===== config.mk =====
export PLATFORM = sky130hd
export DESIGN_NAME = regfile_rdmux_pipe_flat
export DESIGN_NICKNAME = d
export VERILOG_FILES = /design/src/rtl/regfile_pkg.sv /design/src/rtl/regfile_rdmux_pipe_if.sv /design/src/rtl/regfile_rd_port.sv /design/src/rtl/regfile_rdmux_pipe.sv /design/src/flat_wrapper.sv
export SDC_FILE = /design/constraint.sdc
export NUM_CORES = 2
export LEC_CHECK = 0
export CAP_MARGIN = 40
export CELL_PAD_IN_SITES_DETAIL_PLACEMENT = 1
export CELL_PAD_IN_SITES_GLOBAL_PLACEMENT = 1
export CORE_AREA = 3 3 444 446
export DETAILED_ROUTE_END_ITERATION = 7
export DIE_AREA = 0 0 447 449
export HOLD_SLACK_MARGIN = 0.08
export PLACE_DENSITY_LB_ADDON = 0.12
export SETUP_SLACK_MARGIN = 0.05
export SLEW_MARGIN = 10
export SYNTH_ARGS = -nofsm -noshare
export SYNTH_HDL_FRONTEND = slang
export SYNTH_SLANG_ARGS = --single-unit

===== constraint.sdc =====
create_clock -name clk -period 4 [get_ports clk]
set_input_delay 1.2 -clock clk [delete_from_list [all_inputs] [get_ports clk]]
set_output_delay 1.2 -clock clk [all_outputs]
set_load 0.05 [all_outputs]

===== src/rtl/regfile_pkg.sv =====
// Shared defaults and types for the decode-stage register file.
package regfile_pkg;

    localparam int unsigned REGFILE_NUM_REGS = 32;
    localparam int unsigned REGFILE_WIDTH    = 64;
    localparam int unsigned REGFILE_ZERO_IDX = 31;
    localparam int unsigned AW               = $clog2(REGFILE_NUM_REGS);

    typedef logic [AW-1:0]            reg_idx_t;
    typedef logic [REGFILE_WIDTH-1:0] reg_word_t;

endpackage


===== src/rtl/regfile_rdmux_pipe_if.sv =====
// Write and multi-port read bus of the register file.
interface regfile_rdmux_pipe_if #(
    parameter int unsigned NUM_REGS = regfile_pkg::REGFILE_NUM_REGS,
    parameter int unsigned WIDTH    = regfile_pkg::REGFILE_WIDTH,
    parameter int unsigned NUM_RD   = 2
);
    localparam int unsigned IDX_W = $clog2(NUM_REGS);

    logic                      wr_en;
    logic [IDX_W-1:0]          wr_addr;
    logic [WIDTH-1:0]          wr_data;
    logic [NUM_RD-1:0]         rd_req;
    logic [NUM_RD*IDX_W-1:0]   rd_addr;
    logic [NUM_RD*WIDTH-1:0]   rd_data;
    logic [NUM_RD-1:0]         rd_valid;

    modport master (
        output wr_en, wr_addr, wr_data, rd_req, rd_addr,
        input  rd_data, rd_valid
    );

    modport slave (
        input  wr_en, wr_addr, wr_data, rd_req, rd_addr,
        output rd_data, rd_valid
    );

endinterface


===== src/rtl/regfile_rd_port.sv =====
// One registered read port: NUM_REGS:1 selector, zero/bypass override, output registers.
// Write-through on a same-edge collision when REGFILE_BYPASS_EN is defined.
module regfile_rd_port #(
    parameter int unsigned NUM_REGS = 32,
    parameter int unsigned WIDTH    = 64,
    parameter int unsigned ZERO_IDX = 31
) (
    input  logic                             clk,
    input  logic                             reset_n,
    input  logic                             rd_req,
    input  logic [$clog2(NUM_REGS)-1:0]      rd_addr,
    input  logic [WIDTH-1:0]                 mem [NUM_REGS],
    input  logic                             wr_en,
    input  logic [$clog2(NUM_REGS)-1:0]      wr_addr,
    input  logic [WIDTH-1:0]                 wr_data,
    output logic [WIDTH-1:0]                 rd_data,
    output logic                             rd_valid
);
    logic [WIDTH-1:0] sel_d;
    logic [WIDTH-1:0] data_q;
    logic             valid_q;

    always_comb begin
        sel_d = '0;
        if (32'(rd_addr) < NUM_REGS) begin
            sel_d = mem[rd_addr];
        end
`ifdef REGFILE_BYPASS_EN
        if (wr_en && (wr_addr == rd_addr)) begin
            sel_d = wr_data;
        end
`endif
        // XZR wins over both storage and bypass
        if (32'(rd_addr) == ZERO_IDX) begin
            sel_d = '0;
        end
    end

`ifndef REGFILE_BYPASS_EN
    logic unused_wr;
    assign unused_wr = ^{wr_en, wr_addr, wr_data};
`endif

    always_ff @(posedge clk or negedge reset_n) begin
        if (!reset_n) begin
            data_q  <= '0;
            valid_q <= 1'b0;
        end else begin
            valid_q <= rd_req;
            if (rd_req) begin
                data_q <= sel_d;
            end
        end
    end

    assign rd_data  = data_q;
    assign rd_valid = valid_q;

    addr_in_range: assert property (@(posedge clk) disable iff (!reset_n)
        rd_req |-> (32'(rd_addr) < NUM_REGS));

endmodule


===== src/rtl/regfile_rdmux_pipe.sv =====
// Register file with NUM_RD registered read ports; owns storage and write decode.
// Optional macro REGFILE_BYPASS_EN selects write-through on read/write collisions.
module regfile_rdmux_pipe
    import regfile_pkg::*;
#(
    parameter int unsigned NUM_REGS = REGFILE_NUM_REGS,
    parameter int unsigned WIDTH    = REGFILE_WIDTH,
    parameter int unsigned NUM_RD   = 2,
    parameter int unsigned ZERO_IDX = REGFILE_ZERO_IDX
) (
    input logic                 clk,
    input logic                 reset_n,
    regfile_rdmux_pipe_if.slave bus
);
    localparam int unsigned IDX_W = $clog2(NUM_REGS);

    logic [WIDTH-1:0] mem_q [NUM_REGS];
    logic             wr_hit;

    assign wr_hit = bus.wr_en && (32'(bus.wr_addr) != ZERO_IDX);

    always_ff @(posedge clk or negedge reset_n) begin
        if (!reset_n) begin
            for (int i = 0; i < int'(NUM_REGS); i++) begin
                mem_q[i] <= '0;
            end
        end else if (wr_hit) begin
            mem_q[bus.wr_addr] <= bus.wr_data;
        end
    end

    for (genvar p = 0; p < int'(NUM_RD); p++) begin : g_rd_port
        regfile_rd_port #(
            .NUM_REGS (NUM_REGS),
            .WIDTH    (WIDTH),
            .ZERO_IDX (ZERO_IDX)
        ) u_rd_port (
            .clk      (clk),
            .reset_n  (reset_n),
            .rd_req   (bus.rd_req[p]),
            .rd_addr  (bus.rd_addr[p*IDX_W +: IDX_W]),
            .mem      (mem_q),
            .wr_en    (bus.wr_en),
            .wr_addr  (bus.wr_addr),
            .wr_data  (bus.wr_data),
            .rd_data  (bus.rd_data[p*WIDTH +: WIDTH]),
            .rd_valid (bus.rd_valid[p])
        );
    end

endmodule


===== src/flat_wrapper.sv =====
// flat-port wrapper written by rule: the top's interface ports become plain ports
module regfile_rdmux_pipe_flat import regfile_pkg::*;
#(
    parameter int unsigned NUM_REGS = REGFILE_NUM_REGS,
    parameter int unsigned WIDTH    = REGFILE_WIDTH,
    parameter int unsigned NUM_RD   = 2,
    parameter int unsigned ZERO_IDX = REGFILE_ZERO_IDX
)
  (clk, reset_n, bus_wr_en, bus_wr_addr, bus_wr_data, bus_rd_req, bus_rd_addr, bus_rd_data, bus_rd_valid);
  regfile_rdmux_pipe_if #(.NUM_REGS(NUM_REGS), .WIDTH(WIDTH), .NUM_RD(NUM_RD)) bus_i ();
  input logic clk;
  input logic reset_n;
  input wire logic [$bits(bus_i.wr_en)-1:0] bus_wr_en;
  input wire logic [$bits(bus_i.wr_addr)-1:0] bus_wr_addr;
  input wire logic [$bits(bus_i.wr_data)-1:0] bus_wr_data;
  input wire logic [$bits(bus_i.rd_req)-1:0] bus_rd_req;
  input wire logic [$bits(bus_i.rd_addr)-1:0] bus_rd_addr;
  output wire logic [$bits(bus_i.rd_data)-1:0] bus_rd_data;
  output wire logic [$bits(bus_i.rd_valid)-1:0] bus_rd_valid;
  assign bus_i.wr_en = bus_wr_en;
  assign bus_i.wr_addr = bus_wr_addr;
  assign bus_i.wr_data = bus_wr_data;
  assign bus_i.rd_req = bus_rd_req;
  assign bus_i.rd_addr = bus_rd_addr;
  assign bus_rd_data = bus_i.rd_data;
  assign bus_rd_valid = bus_i.rd_valid;
  regfile_rdmux_pipe #(.NUM_REGS(NUM_REGS), .WIDTH(WIDTH), .NUM_RD(NUM_RD), .ZERO_IDX(ZERO_IDX)) u_core (.clk(clk), .reset_n(reset_n), .bus(bus_i));
endmodule

== Word-level counts from Yosys, hierarchy flattened ==
Cells that the tools add are included.
W data, S select, Z words.

* Register bits: 2,178
* Bits in latches: 0
* RAM bits: 0
* Bits in read-only memories: 0
* Input bits: 84
* Word-level logic and storage cells: 59
* Memories kept: 0

* Add/sub/neg operators: 0
* Multipliers: 0
* Divide/modulo/power cells: 0
* Order comparisons: 4
* Eq/ne operators: 3
* Shift-type cells: 0
* Multiplexer cells: 11
* Bitwise logic cells: 3
* Reduce and logical (&&, ||, !) cells: 2

{| class="wikitable"
|+ Operators with widths
! cell !! count
|-
| $bwmux W2048 || 1
|-
| $bmux W64 S5 || 2
|-
| $mux W64 || 7
|-
| $demux W64 S5 || 1
|-
| $ge A6 B6 Y1 const B || 3
|-
| $not A5 Y6 || 3
|-
| $eq A5 B5 Y1 const B || 2
|-
| $lt A6 B1 Y1 const B || 1
|-
| $ne A5 B5 Y1 const B || 1
|-
| $logic_and A1 B1 Y1 || 2
|}

== Logic depth before layout (Yosys ltp) ==
* Depth after elaboration: 6
* Mapped depth: 9
* Depth with buffers taken out: 4

== Hierarchy ==
From an unflattened synthesis, not the netlist that was laid out.

* Cells, all modules: 8,217
* Area total of the unflattened synthesis: 116,052.6 sq um

{| class="wikitable"
|+ Modules (own cells, without submodules)
! module !! instances !! cells each !! area each (sq um) !! seq. area each (sq um)
|-
| regfile_rdmux_pipe || 1 || 4,531 || 75,954.1 || 51,249.2
|-
| regfile_rd_port || 2 || 1,843 || 20,049.2 || 1,626.6
|}

== Least setup slack after synthesis ==
No wires, ideal clock.

* Kind: input to register
* From: input bus_rd_addr[7]
* To: register u_core.g_rd_port[1].u_rd_port.data_q[48]
* Arrival: 2.852 ns
* Path slack: 1.007 ns
* Stages on the path: 7
* Path buffers: 3
* Cell sequence: buf_2 buf_2 buf_1 mux4_2 a22o_1 a2111oi_0 o32ai_1

* Word-level cells in the longest chain between the ends: 5
* Elaborated cells on any way between the ends: 6
* Classes of those cells: eq/ne: 1; mux: 4; bitwise: 1

{| class="wikitable"
|+ Ends and longest elaborated chain
! item !! RTL line !! source
|-
| start: declaration || flat_wrapper.sv:17 || <nowiki>input wire logic [$bits(bus_i.rd_addr)-1:0] bus_rd_addr;</nowiki>
|-
| $not A5 Y6 (not written as such) || regfile_rd_port.sv:26 || <nowiki>sel_d = mem[rd_addr];</nowiki>
|-
| $bmux W64 S5 || regfile_rd_port.sv:26 ||
|-
| $mux W64 (not written as such) (2 in a row) || regfile_rd_port.sv:26 ||
|-
| $mux W64 * || regfile_rd_port.sv:34 || <nowiki>if (32'(rd_addr) == ZERO_IDX) begin</nowiki>
|-
| end signal: assignment || regfile_rd_port.sv:51 || <nowiki>data_q <= sel_d;</nowiki>
|-
| end: declaration || regfile_rd_port.sv:20 || <nowiki>logic [WIDTH-1:0] data_q;</nowiki>
|}

Mark *: on every way between the ends. The rest lies on a longest branch, timed or not. The select of a mux whose other input is x is not followed.
A chain may end at the register's enable or synchronous reset.

== Worst setup path in the final report ==
* From: register u_core.g_rd_port[0].u_rd_port.data_q[18]
* To: output bus_rd_data[18]

{| class="wikitable"
|+ RTL lines
! item !! RTL line !! source
|-
| start: declaration || regfile_rd_port.sv:20 ||
|-
| start signal: assignment || regfile_rd_port.sv:51 ||
|-
| end: declaration || flat_wrapper.sv:18 || <nowiki>output wire logic [$bits(bus_i.rd_data)-1:0] bus_rd_data;</nowiki>
|}

No word-level cell between the ends.

==> impl_metrics.csv <==
group,metric,value,unit
outcome,status,"completed",
grt,overflow,0,
clock_network,cts_resized,0,
synth,ys_warn_count,0,
floorplanning,coreArea,193000,um^2
place,place_congestion,0.811,
drt,wire_per_inst,37.8,um
cells_and_area,final_layout_size_suffix_gt1_share,46.8,%
sta,slew_violations,0,
synth,synth_nets,7498,
drt,drtIter0Drc,6765,
drt,ant_nets,0,
place,dpl_cell_area,120000,um^2
cells_and_area,post-route-util,66.4,%
grt,grt_pass1_vias,83243,
drt,dr_wl_met3,28.4,mm
power_and_ir_drop,p_leak,0.0560,uW
min_path,worstHoldPathType,"in -> async",
worst_setup_path,crit_path_max_fanout,2,
drt,wirelength,389,mm
cells_and_area,fin_area,128000,um^2
synth,ys_top_cells_by_count,"dfrtp_1, mux2_2, mux4_2",
place,dpl.hpwl,228,mm
clock_network,h-tree-depth,4,
worst_setup_path,cpPeakStageDelay,0.89,ns
synth,synth_ff_type,"dfrtp_1",
drt,top_layer,"met5",
sta,post-route-min-period,3.53,ns
worst_setup_path,slowest_stage,"clkdlybuf4s50_1",
grt,grt_pass1_wl,575,mm
floorplanning,start_util,58.0,%
synth,avgSynthCellArea,15.1,um^2
drt,wirelength_met1,148,mm
synth,synth_area,112000,um^2
drt,vias,75082,
cells_and_area,num-fill-cells,16584,
synth,synth_top_area_share,48.7,%
synth,ys_ff_latch,2178,
clock_network,cts_buffers,228,
synth,synthAdderAreaFrac,0,%
synth,synth_compound_area_share,6.77,%
place,dp_slack,-0.0357,ns
floorplanning,die_x,447,um
drt,viasPerCell,7.31,
sta,post-route-period-util,88.3,%
synth,synth_xor_area_share,0,%
clock_network,post_cts_buffers,0,
synth,synth_top_family_by_area,"multiplexers",
worst_setup_path,critPathArrivalTime,2.33,ns
place,dp.cells,9827,
clock_network,clock_path_buffers,3,
worst_setup_path,cp.required,2.80,ns
clock_network,clkSinkCount,2178,
power_and_ir_drop,vdd_drop_max,551,uV
synth,ys_seq_area_share,48.7,%
sta,setup_slack,0.468,ns
clock_network,cts_tree,"yes",
sta,fin_skew,0.0180,ns
synth,netlist_instances,7414,
synth,synthDistinctLibCells,39,
grt,antenna_found_initial,22,
sta,worstMarginPinSlew,0.926,ns
floorplanning,ios,214,
cells_and_area,fin_nets,7616,
sta,fmax,283,MHz
clock_network,cts.clk_slew.worst_paths,0.07,ns
synth,synth.most_common_cell,"dfrtp_1",
floorplanning,die_area,201000,um^2
floorplanning,fp-row-count,161,
place,io_buffers,213,
synth,synthSimpleGateAreaFrac,0.390,%
synth,async_flop_share,100,%
cells_and_area,area_growth,14.5,%
sta,slew_headroom,38.2,%
flow_run,cap_violations,0,
grt,grt_max_degree,95,
clock_network,postCtsHoldBufs,0,
clock_network,cts_root_buf,"clkbuf_16",
sta,finalSetupViolations,0,
drt,drcViolationCount,0,
worst_setup_path,path_delay_family,"buffers and inverters",
drt,drtPass1Iterations,6,
synth,synthTopCellsByArea,"dfrtp_1, mux2_2, mux4_2, mux2i_1, a22o_1",
power_and_ir_drop,p_per_area,513,nW/um^2
floorplanning,die_y,449,um
drt,dr_wl_met2,189,mm
cells_and_area,fin_cells,10267,
synth,yosysTopAreaCell,"dfrtp_1",
synth,yosys-mux-area-fraction,40.0,%
clock_network,clock_latency,0.88,ns
synth,synth_edf_count,0,
worst_setup_path,crit_path_end_kind,"output pin",
grt,grt_usage,38.8,%
sta,rsz0062_at_grt,"false",
worst_setup_path,cp-start-kind,"flop",
worst_setup_path,critPathBufInv,1,
sta,hold_viol,0,
worst_setup_path,path_cells,"clkdlybuf4s50_1",
worst_setup_path,critPathKind,"reg -> out",
==> area by class of cell <==
cell class	instances	area (um^2)	area share, %
timing repair buffer	766	9170	7.15
sequential	2178	54500	42.5
antenna	13	32.5	0.0254
inverter	128	480	0.375
tap	2526	3160	2.47
multi-input combinational	4230	53000	41.4
clock inverter	95	1150	0.898
clock buffer	331	6660	5.19
==> report_power, final <==
group	internal (uW)	leakage, uW	switching, uW
sequential	26200	0.0279	3540
clock	13000	0.00389	9380
combinational	7600	0.0242	6010
==> worst paths after layout <==
kind                                                      startpoint                                        end  slack (ns)  cells past startpoint
max                        u_core.g_rd_port[0].u_rd_port.rd_data[18]                            bus_rd_data[18]        0.47                      1
min                                                          reset_n                          u_core.mem_q[412]        0.33                      1
max reg2reg                                       u_core.mem_q[1659]  u_core.g_rd_port[1].u_rd_port.rd_data[59]        1.65                      5
min reg2reg                                         u_core.mem_q[12]                           u_core.mem_q[12]        0.40                      0
max in group asynchronous                                    reset_n  u_core.g_rd_port[0].u_rd_port.rd_data[42]        2.39                      3
min in group clk                                    u_core.mem_q[12]                           u_core.mem_q[12]        0.40                      0
==> kinds of logic after synthesis <==
| kind of cell | Yosys count |
|---|---|
| AOI/OAI and AO/OA | 895 |
| buffers and inverters | 1006 |
| DFF | 2178 |
| muxes | 3263 |
| and+or+nand+nor | 72 |
==> flip-flops by register name, summed over array words and instances, names as in the netlist <==
name                                 flops
u_core.g_rd_port.u_rd_port.rd_data     128
u_core.mem_q                          2048
u_core.g_rd_port.u_rd_port.rd_valid      2
==> routing by layer <==
layer  up-vias  track usage (%)
met5         -                0
met2      3596             62.6
li1      29181                -
met1     41054             49.6
met3      1243             7.50
met4         8             21.9
==> placed cells by master, fill, tap and decap left out, types with 153 or more instances in the layout <==
cell type        instances
a22o_1                 255
mux4_2                 769
clkdlybuf4s50_1        202
mux2_2                1831
mux2_1                 153
clkbuf_16              230
dfrtp_1               2178
mux2i_1                510
buf_12                 190
buf_4                  298
==> through the flow <==
stage / power [uW] / setup TNS (ns) / hold WS, ns
2_1_floorplan: 38200 / 0 / 0.450
3_3_place_gp: 41800 / -0.0213 / 0.384
5_1_grt: 68100 / 0 / 0.344
3_5_place_dp: 43200 / -0.0357 / 0.391
6_report: 65800 / 0 / 0.334
4_1_cts: 65700 / 0 / 0.337
(Power assumes the default switching activity.)
